[src/rtl/fifo_stream_reader.sv]
// Read-side consumer for the shared FIFO: issues reads, captures the registered
// FIFO data one cycle later into a 2-entry buffer, and streams words out valid/ready.
module fifo_stream_reader #(
  parameter int FIFO_WIDTH = 16,
  parameter int CNT_WIDTH  = 16
) (
  input  logic                  clk,
  input  logic                  rst,
  input  logic                  en,
  input  logic [FIFO_WIDTH-1:0] fifo_data_out,
  input  logic                  fifo_empty,
  output logic                  fifo_rd_en,
  output logic                  m_valid,
  output logic [FIFO_WIDTH-1:0] m_data,
  input  logic                  m_ready,
  output logic [CNT_WIDTH-1:0]  word_count,
  output logic                  idle
);

  // Handshake: a word transfers on any posedge where m_valid & m_ready; while
  // m_valid & ~m_ready, m_valid and m_data hold until accepted.

  logic [1:0]            occ_q, occ_d;
  logic                  inflight_q;
  logic                  wr_ptr_q, rd_ptr_q;
  logic [FIFO_WIDTH-1:0] buf_q [2];
  logic [CNT_WIDTH-1:0]  cnt_q;
  logic                  pop;

  // occ + inflight never exceeds 2, so the 2-bit sum cannot overflow, and pop
  // implies occ >= 1 so the subtraction cannot underflow.
  always_comb begin
    pop        = m_valid & m_ready;
    occ_d      = occ_q + {1'b0, inflight_q} - {1'b0, pop};
    fifo_rd_en = ~rst & en & ~fifo_empty & (occ_d < 2'd2);
  end

  always_comb begin
    m_valid    = ~rst & (occ_q != 2'd0);
    m_data     = rst ? '0 : buf_q[rd_ptr_q];
    idle       = rst | ((occ_q == 2'd0) & ~inflight_q);
    word_count = cnt_q;
  end

  always_ff @(posedge clk) begin
    if (rst) begin
      occ_q      <= 2'd0;
      inflight_q <= 1'b0;
      wr_ptr_q   <= 1'b0;
      rd_ptr_q   <= 1'b0;
      cnt_q      <= '0;
      buf_q[0]   <= '0;
      buf_q[1]   <= '0;
    end else begin
      occ_q      <= occ_d;
      inflight_q <= fifo_rd_en;
      // The read issued last cycle always has a free slot to land in.
      if (inflight_q) begin
        buf_q[wr_ptr_q] <= fifo_data_out;
        wr_ptr_q        <= ~wr_ptr_q;
      end
      if (pop) begin
        rd_ptr_q <= ~rd_ptr_q;
        cnt_q    <= cnt_q + CNT_WIDTH'(1);
      end
    end
  end

endmodule
[config.mk]
export PLATFORM = sky130hd
export DESIGN_NAME = fifo_stream_reader
export DESIGN_NICKNAME = d
export VERILOG_FILES = /design/src/rtl/fifo_stream_reader.sv
export SDC_FILE = /design/constraint.sdc
export NUM_CORES = 1
export LEC_CHECK = 0
export BUFFER_PORTS_ARGS = -buffer_cell sky130_fd_sc_hd__buf_2
export CORE_ASPECT_RATIO = 0.6
export CORE_MARGIN = 2
export CORE_UTILIZATION = 47
export DETAILED_ROUTE_END_ITERATION = 8
export HOLD_SLACK_MARGIN = 0.05
export PLACE_DENSITY = 0.77
export SYNTH_ARGS = -nofsm -noshare
export SYNTH_HDL_FRONTEND = slang
export SYNTH_SLANG_ARGS = --single-unit
[constraint.sdc]
create_clock -name clk -period 6 [get_ports clk]
set_input_delay 0.3 -clock clk [delete_from_list [all_inputs] [get_ports clk]]
set_output_delay 0.3 -clock clk [all_outputs]
set_load 0.02 [all_outputs]
======== Word level (Yosys, flattened, before mapping) ========
Memories as Yosys holds them, arrays and structs flattened. A register that Yosys moved wholly into a read port is not among the register bits.
Index checks and enable logic that the tools add are counted.
cells by class
  reduce and logical (&&, ||, !) cells .... 3
  $lt $le $gt $ge ......................... 1
  bitwise logic cells ..................... 12
  add/sub/neg operators ................... 3
  mux-type cells .......................... 11
operators with widths
  operator               count
  $mux 16                2
  $add 16x1->16 const B  1
  $reduce_or 16->1       1
  $mux 1                 9
  $and 1x1->1            6
  $not 1->1              5
  $add 2x1->2            1
  $logic_not 2->1        1
  $lt 2x2->1 const B     1
  $reduce_bool 2->1      1
  $sub 2x1->2            1
  $or 1x1->1             1
word-level totals
  register bits ........................... 21
  word-level logic and storage cells ...... 36
  output and inout bits ................... 35
  memories ................................ 1
  input port bits ......................... 21
  bits in writable memories ............... 32
memory list
  memory  depth  bits a word  rd ports  clocked after Yosys merged registers in  wr ports  RTL line  text
  buf_q   2      16           1         1                                        2         26        logic [FIFO_WIDTH-1:0] buf_q [2];

======== Depth between registers and ports, before layout ========
  depth in word-level cells ............... 6
  depth in mapped cells ................... 10
  depth with buffers taken out ............ 10

======== Worst setup path after synthesis ========
Ideal clock, no wire load.
  path kind ............................... reg-to-output
  from .................................... register occ_q[1]
  to ...................................... output port fifo_rd_en
  stages on the path, launching flop included .. 11
  arrival time ............................ 2.367 ns
  path buffers ............................ 0
  path slack .............................. 3.333 ns
  required time ........................... 5.700 ns
  path through ............................ dfxtp_1 > o21bai_4 > inv_1 > nand2_1 > inv_1 > ha_1 > inv_1 > ha_1 > xnor2_1 > xnor2_1 > nor4b_1
between the ends
  word-level cells in the longest chain between the ends .. 6
  elaborated cells on any way between the ends .. 7
  classes of those cells .................. 2 x add/sub; 1 x order compare; 3 x bitwise; 1 x reduce/logical
ends and longest elaborated chain
  element                 RTL line  text
  start, declared         23        logic [1:0] occ_q, occ_d;
  start signal, assigned  47        occ_q <= 2'd0;
  start signal, assigned  55        occ_q <= occ_d;
  $reduce_bool 2->1       39        m_valid = ~rst & (occ_q != 2'd0);
  $and 1x1->1             39
  net m_valid             13        output logic m_valid,
  $and 1x1->1             33        pop = m_valid & m_ready;
  net pop                 28        logic pop;
  $sub 2x1->2             34        occ_d = occ_q + {1'b0, inflight_q} - {1'b0, pop};
  $lt 2x2->1              35        fifo_rd_en = ~rst & en & ~fifo_empty & (occ_d < 2'd2);
  $and 1x1->1             35
  end, declared           12        output logic fifo_rd_en,
The timed path passes the listed nets, and every way through them passes these cells.

======== Final worst setup path ========
  from .................................... input port rst
  to ...................................... output port fifo_rd_en
between the ends
  word-level cells in the longest chain between the ends .. 6
  elaborated cells on any way between the ends .. 8
  classes of those cells .................. 1 x add/sub; 1 x order compare; 6 x bitwise
ends and longest elaborated chain
  element          RTL line  text
  start, declared  8         input logic rst,
  $not 1->1        39
  $and 1x1->1      39
  $and 1x1->1      33
  net pop          28
  $sub 2x1->2      34
  $lt 2x2->1       35
  $and 1x1->1      35
The timed path passes the listed nets, and every way through them passes these cells.

==> impl_metrics.toml <==
[clocking]
postCtsSetupRepairBufs = 0
cts_resized = 0
cts_max_path_buffers = 2
clkSlewWorstSetupHoldPaths_ps = 90
insertion_delay_ps = 300
htreeDepth = 2
cts_num_sinks = 54
cts_hold_buffers = 0
cts_root_buf = "clkbuf_8"
cts_tree = "done"
numCtsBuffers = 5

[synthesis]
synth_area_leaders = "edfxtp_1 (40%), dfxtp_1 (18%), and2_1 (8.5%)"
syn_nets = 244
syn_inst = 220
ys_seq_area_share_pct = 58.03
postSynthAreaPerCell_sq_um = 10.98
synthDominantAreaCellType = "edfxtp_1"
synth_top_area_share_pct = 39.79
ys_seq_elements = 54
synth_area_sq_um = 2415
synth-warning-count = 0
synth_cell_type_count = 29

[power]
leakage_nw = 1.160
irDropWorstVdd_v = 0.0001107
p_per_area_nw_per_um2 = 244.1

[global_routing]
overflow = 0
grt_pass1_vias = 1623
grt_usage_pct = 17.54
grt_pass1_wl_um = 7486
grt_max_degree = 42
antenna_found_initial = 0

[setup_path]
crit_path_start_kind = "primary input"
required_ps = 5700
slowest_stage = "buf_2"
crit_type = "in -> out"
crit_arrival_ps = 2770
crit_path_max_fanout = 41
crit_path_max_incr_delay_ps = 560
crit_path_frequent_cell = "inv_1"
crit_chain = "buf_2, o21bai_4, inv_1, nand2_1, inv_1, ha_1, inv_1, ha_1, xnor2_1, xnor2_1, nor4b_1, buf_2"
critPathCaptureType = "primary output"
regToRegSetupSlack_ps = 3940

[timing]
setup_viol = 0
drv_slew = 0
relSlewSlack_pct = 38.70
fin_tns_setup_ps = 0
hold_violations = 0
finClkSkew_ps = 6.051
timing.final.crit_share_pct = 51.17
worst_pin_slew_ps = 918.2
max_freq_mhz = 325.7
fin_crit_ps = 3070
rsz0062_at_grt = "no"

[finish]
final_util_pct = 56.97
nets = 300
n_fill_cell = 462
n_antenna_cell = 0
layout-drive-gt1-share_pct = 24.19
area_growth_pct = 18.08
finalInstanceArea_sq_um = 2851

[floorplanning]
num_rows = 20
die_h_um = 59.52
core_area_sq_um = 5005
chipWidth_um = 96.54
die_area_sq_um = 5746
num_io_pins = 56
initial_core_util_pct = 48.25

[placement]
io_buffers = 55
hpwl_um = 3217
place_congestion = 0.7513
dpl_cell_area_sq_um = 2761

[route]
final_antenna_net_count = 0
post-route-drc-count = 0
avgViaCountPerCell = 5.079
wl_um = 4574
routedWlPerCell_um = 13.34
first_pass_iters = 4
vias = 1742
dr.first_iter.drc_count = 107

[run]
drv_cap = 0

[status]
status = "finished clean"

[hold_path]
hold_class = "in -> reg"
-- power breakdown --
group          internal [mW]  switching, mW  total [mW]
Sequential             0.408         0.0105       0.418
Combinational         0.0292         0.0449      0.0741
Clock                 0.0943          0.109       0.204
-- flip-flops by register name, indices dropped and copies added, names as in the netlist, named ones only --
| name | flops |
|---|---|
| word_count | 16 |
| wr_ptr_q | 1 |
| occ_q | 2 |
| rd_ptr_q | 1 |
| buf_q | 32 |
| inflight_q | 1 |
-- logic make-up after synthesis --
group,after synthesis,share of synthesized area (%)
and+or+nand+nor,96,21.40
buffers and inverters,20,3.264
DFF,54,58.03
xor gates and xnor gates,10,3.627
adders and majority gates,3,1.555
AOI/OAI and AO/OA,20,5.026
muxes,17,7.098
-- synthesized netlist by cell type --
cell type,n
nand2_1,5
o21ai_0,9
nor2_1,26
inv_1,10
buf_1,1
xor2_1,3
nand4_1,3
buf_2,2
o311ai_0,1
mux2i_1,16
o41ai_1,1
nor2b_1,2
and4_1,1
ha_1,3
clkbuf_2,1
dfxtp_1,22
clkbuf_1,6
or4_1,2
nor4b_1,2
or3_1,8
xnor2_1,7
nor3_1,5
o21bai_4,1
mux2_2,1
nand3_1,8
edfxtp_1,32
and2_1,33
a21oi_1,8
nor4_1,1
-- cells in the final DEF, fill, tap and decap left out --
cell and n:
edfxtp_1 32, o311ai_0 1, inv_1 10, mux2i_1 16, nand4_1 3, or4_1 2
nor3_1 5, clkbuf_1 2, nor2_1 26, nand3_1 8, dfxtp_1 22, mux2_2 1
nor4b_1 2, buf_4 4, and4_1 1, o21ai_1 2, o41ai_1 1, a21oi_1 8
nand2_1 5, clkbuf_8 6, xor2_1 3, o21bai_4 1, nor2b_1 2, nor4_1 1
or3_1 8, buf_2 55, xnor2_1 7, ha_1 3, and2_1 33, o21ai_0 7
-- worst max-delay path, delay by kind of cell --
| kind | cells | cell delay [ps] |
|---|---|---|
| simple gates | 2 | 410 |
| xor+xnor | 2 | 320 |
| fa+ha+maj | 2 | 440 |
| buf+inv | 5 | 1000 |
| compound gates | 1 | 280 |
-- path summary, 6_finish.rpt --
path | startpoint | endpoint | cells past startpoint
max | rst | fifo_rd_en | 12
min | fifo_empty | inflight_q | 2
max reg2reg | occ_q[1] | inflight_q | 10
min reg2reg | word_count[15] | word_count[15] | 2
-- per-layer routing --
layer / GRT usage (%) / vias to the layer above / part of all wire, %
met4: 6.036 / 0 / 0.83
li1: - / 873 / -
met1: 24.67 / 808 / 50
met2: 26.79 / 56 / 42
met5: 0 / - / 0
met3: 4.326 / 5 / 7.2
-- through the flow --
step           power, mW  worst slack, ps  cells  hold WS (ps)
6_report          0.6961             2930    343         178.7
4_1_cts           0.7021             2912    343         163.4
3_3_place_gp      0.4991             3003    335         474.0
5_1_grt           0.7231             2591    343         177.7
3_5_place_dp      0.5020             2935    335         487.5
2_1_floorplan     0.4729             3333    220         379.3
-- cell type report --
type	count	area [sq um]	share of cell area, %
inverter	10	37.54	1.316
multi-input combinational	146	934.6	32.78
clock buffer	8	90.09	3.159
sequential	54	1401	49.14
timing repair buffer	59	305.3	10.71
tap	66	82.58	2.896
Power figures use the tool's default switching activity.
